## config.mk

```make
export PLATFORM = sky130hd
export DESIGN_NAME = riscv_core_cache_refill_arbiter
export DESIGN_NICKNAME = d
export VERILOG_FILES = /design/src/rtl/riscv_core_arb_pkg.sv /design/src/rtl/riscv_core_arb_pick.sv /design/src/rtl/riscv_core_cache_refill_arbiter.sv
export SDC_FILE = /design/constraint.sdc
export NUM_CORES = 1
export LEC_CHECK = 0
export BUFFER_PORTS_ARGS = -buffer_cell sky130_fd_sc_hd__buf_2
export CORE_AREA = 2 2 474 476
export CTS_CLUSTER_DIAMETER = 150
export DETAILED_ROUTE_END_ITERATION = 8
export DIE_AREA = 0 0 476 478
export PLACE_DENSITY = 0.33
export SYNTH_ARGS = -nofsm -noshare
export SYNTH_HDL_FRONTEND = slang
export SYNTH_SLANG_ARGS = --single-unit
```

## constraint.sdc

```tcl
create_clock -name i_clk -period 50 [get_ports i_clk]
set_clock_uncertainty 0.1 [all_clocks]
set_input_delay 7.5 -clock i_clk [delete_from_list [all_inputs] [get_ports i_clk]]
set_output_delay 7.5 -clock i_clk [all_outputs]
set_load 0.005 [all_outputs]
```

## src/rtl/riscv_core_arb_pkg.sv

```systemverilog
// -----------------------------------------------------------------------------
// riscv_core_arb_pkg
//
// Shared definitions for the cache refill arbiter and the cache tops that
// instantiate it.
//   - DEFAULT_ADDR_WIDTH / DEFAULT_AXI_DATA_WIDTH : default block request geometry
//   - arb_state_e : arbiter FSM states (IDLE, BUSY, RELEASE)
//   - arb_owner_e : which cache controller owns the AXI port
//   - other_owner(): the requester that is not the given one
// -----------------------------------------------------------------------------
package riscv_core_arb_pkg;

  localparam int DEFAULT_ADDR_WIDTH     = 64;
  localparam int DEFAULT_AXI_DATA_WIDTH = 256;

  typedef enum logic [1:0] {
    IDLE    = 2'd0,
    BUSY    = 2'd1,
    RELEASE = 2'd2
  } arb_state_e;

  typedef enum logic {
    OWN_IC = 1'b0,
    OWN_DC = 1'b1
  } arb_owner_e;

  function automatic arb_owner_e other_owner(input arb_owner_e owner);
    return (owner == OWN_IC) ? OWN_DC : OWN_IC;
  endfunction

endpackage

```

## src/rtl/riscv_core_arb_pick.sv

```systemverilog
// -----------------------------------------------------------------------------
// riscv_core_arb_pick
//
// Combinational two-way picker between the icache and dcache requesters.
// A lone requester always wins. On a tie:
//   - RISCV_ARB_ROUND_ROBIN_EN defined : the requester that was not granted
//     last wins (last_owner port present).
//   - undefined                        : the dcache wins (no pointer input).
//
// Ports
//   ic_req     in   icache request level
//   dc_req     in   dcache request level
//   last_owner in   owner of the previous grant (round-robin build only)
//   any_req    out  at least one request is pending
//   winner     out  chosen owner, meaningful only when any_req is high
// -----------------------------------------------------------------------------
module riscv_core_arb_pick
  import riscv_core_arb_pkg::*;
(
  input  logic       ic_req,
  input  logic       dc_req,
`ifdef RISCV_ARB_ROUND_ROBIN_EN
  input  arb_owner_e last_owner,
`endif
  output logic       any_req,
  output arb_owner_e winner
);

  always_comb begin
    // NOTE: every output gets a default first, so no path leaves it unassigned
    // and no latch is inferred.
    any_req = ic_req | dc_req;
    winner  = OWN_DC;
    if (ic_req && !dc_req) begin
      winner = OWN_IC;
    end
`ifdef RISCV_ARB_ROUND_ROBIN_EN
    else if (ic_req && dc_req) begin
      winner = other_owner(last_owner);
    end
`endif
  end

endmodule

```

## src/rtl/riscv_core_cache_refill_arbiter.sv

```systemverilog
// -----------------------------------------------------------------------------
// riscv_core_cache_refill_arbiter
//
// Shares the single AXI block-transfer port between the icache controller
// (read refills) and the dcache controller (refills and dirty writebacks).
// One grant is exactly one AXI block transaction; transfers are never split or
// reordered. The owner's address, direction and write block are latched at
// grant and held frozen until the transaction completes; the completion pulse
// and read block go back to the owner only.
//
// FSM: IDLE -> BUSY (grant) -> RELEASE (done pulse, one cycle) -> IDLE.
// RELEASE never samples requests, which gives the owner one cycle to drop its
// level request so a stale level is never granted a second time.
//
// Build option: define RISCV_ARB_ROUND_ROBIN_EN for round-robin tie breaking;
// default build uses fixed priority (dcache wins a tie, no pointer flop).
//
// Ports
//   i_clk, i_rst            clock, asynchronous active-high reset
//   i_ic_req, i_ic_addr     icache refill request / block address
//   o_ic_done               one-cycle completion pulse to the icache
//   i_dc_req, i_dc_wr       dcache request / direction (1 writeback, 0 refill)
//   i_dc_addr, i_dc_wdata   dcache block address / writeback block
//   o_dc_done               one-cycle completion pulse to the dcache
//   o_block                 registered read block, valid in the done cycle
//   o_mem_req, o_mem_wr     request / direction to the AXI master
//   o_mem_addr, o_mem_wdata latched block address / writeback block
//   i_mem_done, i_mem_rdata AXI completion pulse / read block
//
// All outputs are flop outputs; no input reaches an output combinationally.
// -----------------------------------------------------------------------------
module riscv_core_cache_refill_arbiter
  import riscv_core_arb_pkg::*;
#(
  parameter int ADDR_WIDTH     = DEFAULT_ADDR_WIDTH,
  parameter int AXI_DATA_WIDTH = DEFAULT_AXI_DATA_WIDTH
) (
  input  logic                      i_clk,
  input  logic                      i_rst,
  input  logic                      i_ic_req,
  input  logic [ADDR_WIDTH-1:0]     i_ic_addr,
  output logic                      o_ic_done,
  input  logic                      i_dc_req,
  input  logic                      i_dc_wr,
  input  logic [ADDR_WIDTH-1:0]     i_dc_addr,
  input  logic [AXI_DATA_WIDTH-1:0] i_dc_wdata,
  output logic                      o_dc_done,
  output logic [AXI_DATA_WIDTH-1:0] o_block,
  output logic                      o_mem_req,
  output logic                      o_mem_wr,
  output logic [ADDR_WIDTH-1:0]     o_mem_addr,
  output logic [AXI_DATA_WIDTH-1:0] o_mem_wdata,
  input  logic                      i_mem_done,
  input  logic [AXI_DATA_WIDTH-1:0] i_mem_rdata
);

  arb_state_e state;
  arb_owner_e owner;
  arb_owner_e winner;
  logic       any_req;

`ifdef RISCV_ARB_ROUND_ROBIN_EN
  arb_owner_e last_owner;
`endif

  riscv_core_arb_pick u_pick (
    .ic_req     (i_ic_req),
    .dc_req     (i_dc_req),
`ifdef RISCV_ARB_ROUND_ROBIN_EN
    .last_owner (last_owner),
`endif
    .any_req    (any_req),
    .winner     (winner)
  );

  // NOTE: sequential state uses non-blocking (<=) only, so every flop samples
  // pre-edge values and the block has no evaluation-order dependence.
  always_ff @(posedge i_clk or posedge i_rst) begin
    if (i_rst) begin
      // NOTE: the wide datapath registers are reset only because their reset
      // value is visible on the ports; plain storage would not need it.
      state       <= IDLE;
      owner       <= OWN_IC;
      o_mem_req   <= 1'b0;
      o_mem_wr    <= 1'b0;
      o_mem_addr  <= '0;
      o_mem_wdata <= '0;
      o_block     <= '0;
      o_ic_done   <= 1'b0;
      o_dc_done   <= 1'b0;
`ifdef RISCV_ARB_ROUND_ROBIN_EN
      // "icache granted last" so the dcache is favoured on the first tie.
      last_owner  <= OWN_IC;
`endif
    end else begin
      // Done flags are pulses: they only ever survive the RELEASE cycle.
      o_ic_done <= 1'b0;
      o_dc_done <= 1'b0;

      unique case (state)
        IDLE: begin
          if (any_req) begin
            owner     <= winner;
            o_mem_req <= 1'b1;
            state     <= BUSY;
`ifdef RISCV_ARB_ROUND_ROBIN_EN
            last_owner <= winner;
`endif
            if (winner == OWN_DC) begin
              o_mem_wr    <= i_dc_wr;
              o_mem_addr  <= i_dc_addr;
              o_mem_wdata <= i_dc_wdata;
            end else begin
              // Icache only ever refills; there is no write block to forward.
              o_mem_wr    <= 1'b0;
              o_mem_addr  <= i_ic_addr;
              o_mem_wdata <= '0;
            end
          end
        end

        BUSY: begin
          // o_mem_* stay frozen here whatever the requesters do.
          if (i_mem_done) begin
            o_block   <= i_mem_rdata;
            o_mem_req <= 1'b0;
            state     <= RELEASE;
            if (owner == OWN_DC) begin
              o_dc_done <= 1'b1;
            end else begin
              o_ic_done <= 1'b1;
            end
          end
        end

        RELEASE: begin
          // Requests are deliberately not sampled here.
          state <= IDLE;
        end

        default: begin
          state     <= IDLE;
          o_mem_req <= 1'b0;
        end
      endcase
    end
  end

endmodule
```

==> summary.md, run 1 <==
| Metric | Value |
|---|---|
| Synthesized net count | `1985` |
| Delay of the slowest critical-path stage | `approximately 0.83 ns` |
| Hold_buf cts | `0` |
| Synth area leader | `dfrtp_1` |
| 1st-iter DRT viols | `approximately 640` |
| Die Wd | `between 400 and 500 um` |
| Placed Area | `31560 um2` |
| Leak Pwr | `around 16 nW` |
| GR Overflow Total | `0` |
| Top FF cell, synth | `dfrtp_1` |
| Largest fanout on the critical path | `approximately 120` |
| Clk sinks | `~600` |
| Vias in the first global route | `between 15000 and 20000` |
| CP startpoint kind | `input port` |
| Post-synth top cells | `dfrtp_1 (583), mux2_2 (324), a22o_1 (257), mux2_4 (60), buf_2 (41)` |
| Ranking of synthesized cells by area | `dfrtp_1 (66%), mux2_2 (16%), a22o_1 (10%), mux2_4 (4.1%), buf_6 (1.4%)` |
| Avg Inst Size Synth | `roughly 17 um2` |
| Final WL | `roughly 140 mm` |
| Final Max Slew Viols | `0` |
| Fraction of layout cells with a size suffix above 1 | `roughly two thirds` |
| Post-CTS Resized | `0` |
| Count of different cell masters after synthesis | `19` |
| ANT nets after route | `0` |
| Sequential area share after synthesis | `between 60% and 70%` |
| Pin count of the biggest net entering global routing | `between 100 and 150` |
| Max cap viols | `0` |
| Hold violation count in the final report | `0` |
| Crit path cell chain | `buf_2 > inv_1 > nor2_4 > buf_4 > buf_12 > buf_4 > mux2_2` |
| Die footprint | `approximately 230000 um2` |
| Post-Syn Instances | `1339` |
| CP max stage cell | `buf_4` |
| Slew @ Worst Pin | `roughly 1.1 ns` |
| Ys async rst share | `between 90% and 100%` |
| Arr. time, crit path | `approximately 11 ns` |
| Power Dens Cells | `64.16 nW/um2` |
| Final setup margin | `39.38 ns` |
| Initial core utilization | `approximately a tenth` |
| Cell row count | `174` |
| Hold Path Depth | `2` |
| Worst-Skew Late Latency | `about 0.7 ns` |
| CTS tree | `yes` |
| Synth Cell Area | `between 20000 and 25000 um2` |
| Post-synth top area share | `65.95%` |
| RD Place Congestion | `around 0.84` |
| Peak Freq | `between 90 and 100 MHz` |
| 1st-pass router iterations | `4` |
| Worst-path clk slew | `approximately 0.050 ns` |
| Ys Warns | `0` |
| Residual DRC | `0` |
| Chip height | `around 480 um` |
| Initial antenna violation count | `approximately 110` |
| Number of buffers added on ports | `around 1200` |
| DR WL/cell | `around 24 um` |
| Worst Setup End Kind | `register` |
| Global-route wire length before repair | `177.1 mm` |
| Core Area | `223200 um2` |
| Period utilization | `21.23%` |
| Io pins | `1226` |
| Post-CTS setup buffer count | `0` |
| Fin crit period | `10.62 ns` |
| Worst hold-check path type | `reg -> reg` |
| Outcome | `finished clean` |
| CTS root buf | `clkbuf_16` |
| Post-synth EDFFs | `0` |
| Vias per Instance | `around 3` |
| Max clock buf depth | `3` |
| Cell with the most instances after synthesis | `dfrtp_1` |
| Max IR drop VDD | `0.02607 mV` |
| Req. time, crit path | `between 50 and 60 ns` |
| Post-layout nets | `3212` |
| Worst slack, placed | `38.71 ns` |
| R2R cell count | `6` |
| Hold WS | `approximately 0.37 ns` |
| CTS H-tree depth | `3` |
| CTS Buf Count | `80` |
| Post-route design area | `between 30000 and 40000 um2` |
| Yosys reg bits | `roughly 580` |
| Relative slew slack | `approximately 28%` |
| Setup tns final | `0 ns` |
| DP Wirelength | `around 110 mm` |
| Tot GR Track Use | `a little under an eighth` |
| WS Path Type | `in -> reg` |
| Area Overhead vs Synth | `55.02%` |
| RSZ-0062 raised after global routing | `no` |
| Most used cell, CP | `buf_4` |
| Routed vias | `17370` |
| Final setup viols | `0` |
## worst paths after layout
path / startpoint / end / slack (ns)
min in group asynchronous: i_rst / o_block[181] / 6.83
max in group asynchronous: i_rst / o_mem_addr[62] / 40.30
min reg2reg: o_mem_req / o_mem_req / 0.37
max: i_mem_done / o_block[4] / 39.38
max reg2reg: state[1] / o_block[4] / 45.79
min: o_mem_req / o_mem_req / 0.37
## worst max-delay path, delay by kind of cell
kind          cells  cell delay (ns)
mux               1             0.42
simple gates      1             0.34
buf+inv           5             2.30
## cell usage in the layout, fill, tap and decap left out, types with 4 or more instances in the layout
| master | Yosys | routed |
|---|---|---|
| buf_2 | 41 | 1225 |
| dfrtp_1 | 583 | 583 |
| mux2_2 | 324 | 324 |
| a22o_1 | 257 | 257 |
| clkbuf_16 | 0 | 82 |
| mux2_4 | 60 | 60 |
| diode_2 | 0 | 42 |
| clkbuf_1 | 15 | 18 |
| buf_4 | 5 | 16 |
| clkbuf_8 | 0 | 15 |
| clkinv_2 | 0 | 11 |
| bufinv_16 | 0 | 4 |
## where the power goes
group,internal [W],leakage [nW],switching [W]
sequential,0.000694,7.11,0.000117
combinational,0.000379,7.83,0.000426
clock,0.000344,1.29,0.000239
## final cells by class
cell class	count	area, um2
fill	25010	188900
sequential	583	14590
multi-input combinational	655	6903
timing repair buffer	1244	6311
tap	2992	3744
clock buffer	115	2326
clock inverter	24	299.0
antenna	42	105.1
inverter	2	15.01
## flip-flops by register name (all words and copies together), names as in the netlist
register	flops
o_mem_wdata	256
o_dc_done	1
o_mem_wr	1
o_mem_addr	64
owner	1
o_ic_done	1
o_mem_req	1
state	2
o_block	256
## metal layers
metal,up-vias,wire length [um],track usage [%],part of all wire (%)
met5,-,477,0,0.34
met4,76,4849,4.220,3.5
met3,307,17350,6.369,13
met2,1020,68290,20.45,49
met1,8483,47590,11.73,34
li1,7484,-,-,-
## stage by stage
step / utilization [%] / total power [W] / instances
after detailed placement: 14.14 / 0.001661 / 5476
final: 15.37 / 0.002200 / 5657
after CTS: 15.32 / 0.002273 / 5615
after floorplan: - / 0.001166 / 1339
after global routing: 15.36 / 0.002361 / 5649
after global placement: 14.14 / 0.001665 / 5476
## logic make-up after synthesis
logic type / synth area share (%)
buf+inv: 2.947
compound gates: 10.29
flops: 65.95
simple gates: 0.2432
mux: 20.57
Power figures use the tool's default switching activity.
==> inputs of run 2 (changes only) <==
Settings changed: PLACE_DENSITY 0.33 to 0.34.
Clock period 50 ns to 8.53 ns, I/O delays scaled along.
==> run 2 against run 1 <==
  * Final cell count fell by 0.39%
  * Largest cell class unchanged
  * Worst setup slack got worse by 34 ns
  * Largest power group unchanged
  * Clock power rose to 6.1 times the previous value
  * Die area did not move
==> summary.md, run 2 (synthesis gave the netlist of run 1 again) <==
| Metric | Value |
|---|---|
| Placed Area | `31630 um2` |
| Cell row count | `approximately 170` |
| 1st-iter DRT viols | `738` |
| Post-route total power | `approximately 0.013 W` |
| Fin crit period | `around 3.2 ns` |
| Die footprint | `between 200000 and 250000 um2` |
| Initial core utilization | `under 10%` |
| R2r setup slk | `about 5.5 ns` |
| GR Overflow Total | `0` |
| Largest fanout on the critical path | `between 40 and 50` |
| CP startpoint kind | `input port` |
| Io pins | `roughly 1200` |
| Peak Freq | `310.1 MHz` |
| Die Wd | `476 um` |
| Delay of the slowest critical-path stage | `approximately 0.8 ns` |
| Residual DRC | `0` |
| ANT nets after route | `0` |
| Worst path bufs/invs | `2` |
| CTS H-tree depth | `3` |
| Arr. time, crit path | `between 3 and 4 ns` |
| Power Dens Cells | `381.7 nW/um2` |
| Period utilization | `37.80%` |
| RSZ-0062 raised after global routing | `no` |
| Vias in the first global route | `18271` |
| Core Area | `roughly 220000 um2` |
| Multi-input logic area | `between 6000 and 7000 um2` |
| Hold Path Depth | `2` |
| 1st-pass router iterations | `5` |
| Area Overhead vs Synth | `55.45%` |
| Relative slew slack | `a little under a third` |
| Global-route wire length before repair | `between 150 and 200 mm` |
| CTS root buf | `clkbuf_16` |
| Final setup margin | `roughly 5.3 ns` |
| Slew @ Worst Pin | `~1.0 ns` |
| Number of cells on the critical path | `5` |
| Hold violation count in the final report | `0` |
| Vias per Instance | `about 3.1` |
| Max clock buf depth | `3` |
| Crit path cell chain | `buf_2 > nor2b_4 > buf_4 > mux2_2 > mux2_2` |
| Tot GR Track Use | `roughly an eighth` |
| Leak Pwr | `around 16 nW` |
| Worst hold-check path type | `reg -> reg` |
| Initial antenna violation count | `112` |
| Storage cell area | `14590 um2` |
| Worst-Skew Late Latency | `about 0.70 ns` |
| Outcome | `finished clean` |
| Most used cell, CP | `mux2_2` |
| CTS tree | `yes` |
| Most frequent cells in the layout | `buf_2 (1225), dfrtp_1 (583), mux2_2 (324), a22o_1 (257), clkbuf_16 (83)` |
| Worst Setup End Kind | `register` |
| Routed vias | `between 15000 and 20000` |
| DP Wirelength | `between 100 and 150 mm` |
| Post-CTS Resized | `0` |
| Final Max Slew Viols | `0` |
| Crit path max-delay family | `buffers and inverters` |
| Worst-path clk slew | `0.06 ns` |
| CP max stage cell | `buf_4` |
| Biggest regs | `o_block (256), o_mem_wdata (256), o_mem_addr (64)` |
| Clk sinks | `~580` |
| Post-layout nets | `3216` |
| Post-route design area | `between 30000 and 40000 um2` |
| Worst slack, placed | `4.632 ns` |
| Hold_buf cts | `0` |
| CTS Buf Count | `83` |
| Fraction of layout cells with a size suffix above 1 | `about two thirds` |
| Fillcell total | `24920` |
| Req. time, crit path | `around 9.0 ns` |
| Final WL | `between 100 and 150 mm` |
| Chip height | `between 400 and 500 um` |
| RD Place Congestion | `0.8114` |
| Post-CTS setup buffer count | `0` |
| Max IR drop VDD | `~0.2 mV` |
| DR WL/cell | `25.18 um` |
| R2R cell count | `5` |
| WS Path Type | `in -> reg` |
| Most common cell after layout, fill and taps aside | `buf_2` |
| Pin count of the biggest net entering global routing | `135` |
| Final setup viols | `0` |
| Setup tns final | `0 ns` |
| Number of buffers added on ports | `about 1200` |
| Max cap viols | `0` |
| Core Util, Final | `~15%` |
run 2: final timing paths:
kind	startpoint	end
worst max register to register	state[0]	o_mem_wdata[27]
worst max-delay path	i_ic_req	o_mem_addr[3]
worst min-delay path	o_mem_req	o_mem_req
max in group asynchronous	i_rst	o_mem_addr[40]
worst min register to register	o_mem_req	o_mem_req
min in group asynchronous	i_rst	o_block[148]
run 2: cell type report:
class	count	area share, %
Timing Repair Buffer	1245	18.56
Antenna cell	14	0.1019
Clock inverter	29	1.183
Sequential cell	583	42.43
Multi-Input combinational cell	655	20.07
Clock buffer	115	6.739
Tap cell	2992	10.89
Inverter	2	0.03275
run 2: worst register-to-register path: stages (launching register included):
cell     delay, ns
dfrtp_1       0.40
nor2_2        0.27
and2_4        0.45
buf_4         0.61
buf_4         0.78
a22o_1        0.33
run 2: routing by layer:
metal	wire length [um]	share of wire (%)	track usage [%]
met3	19340	14	7.213
met1	47510	33	11.66
met4	3996	2.8	3.501
met5	494	0.35	0
met2	70550	50	21.15
run 2: stage by stage:
step / std cells / hold slack (ns)
after floorplan: 1339 / 0.3231
after global placement: 5477 / 0.3607
after detailed placement: 5477 / 0.3628
after CTS: 5621 / 0.3776
after global routing: 5627 / 0.4060
final: 5635 / 0.3714
run 2: where the power goes:
group	switching (W)	internal, W	total, W
clock network	0.00148	0.00209	0.00357
registers	0.000726	0.00407	0.00480
logic	0.00253	0.00223	0.00476
total	0.00474	0.00839	0.0131
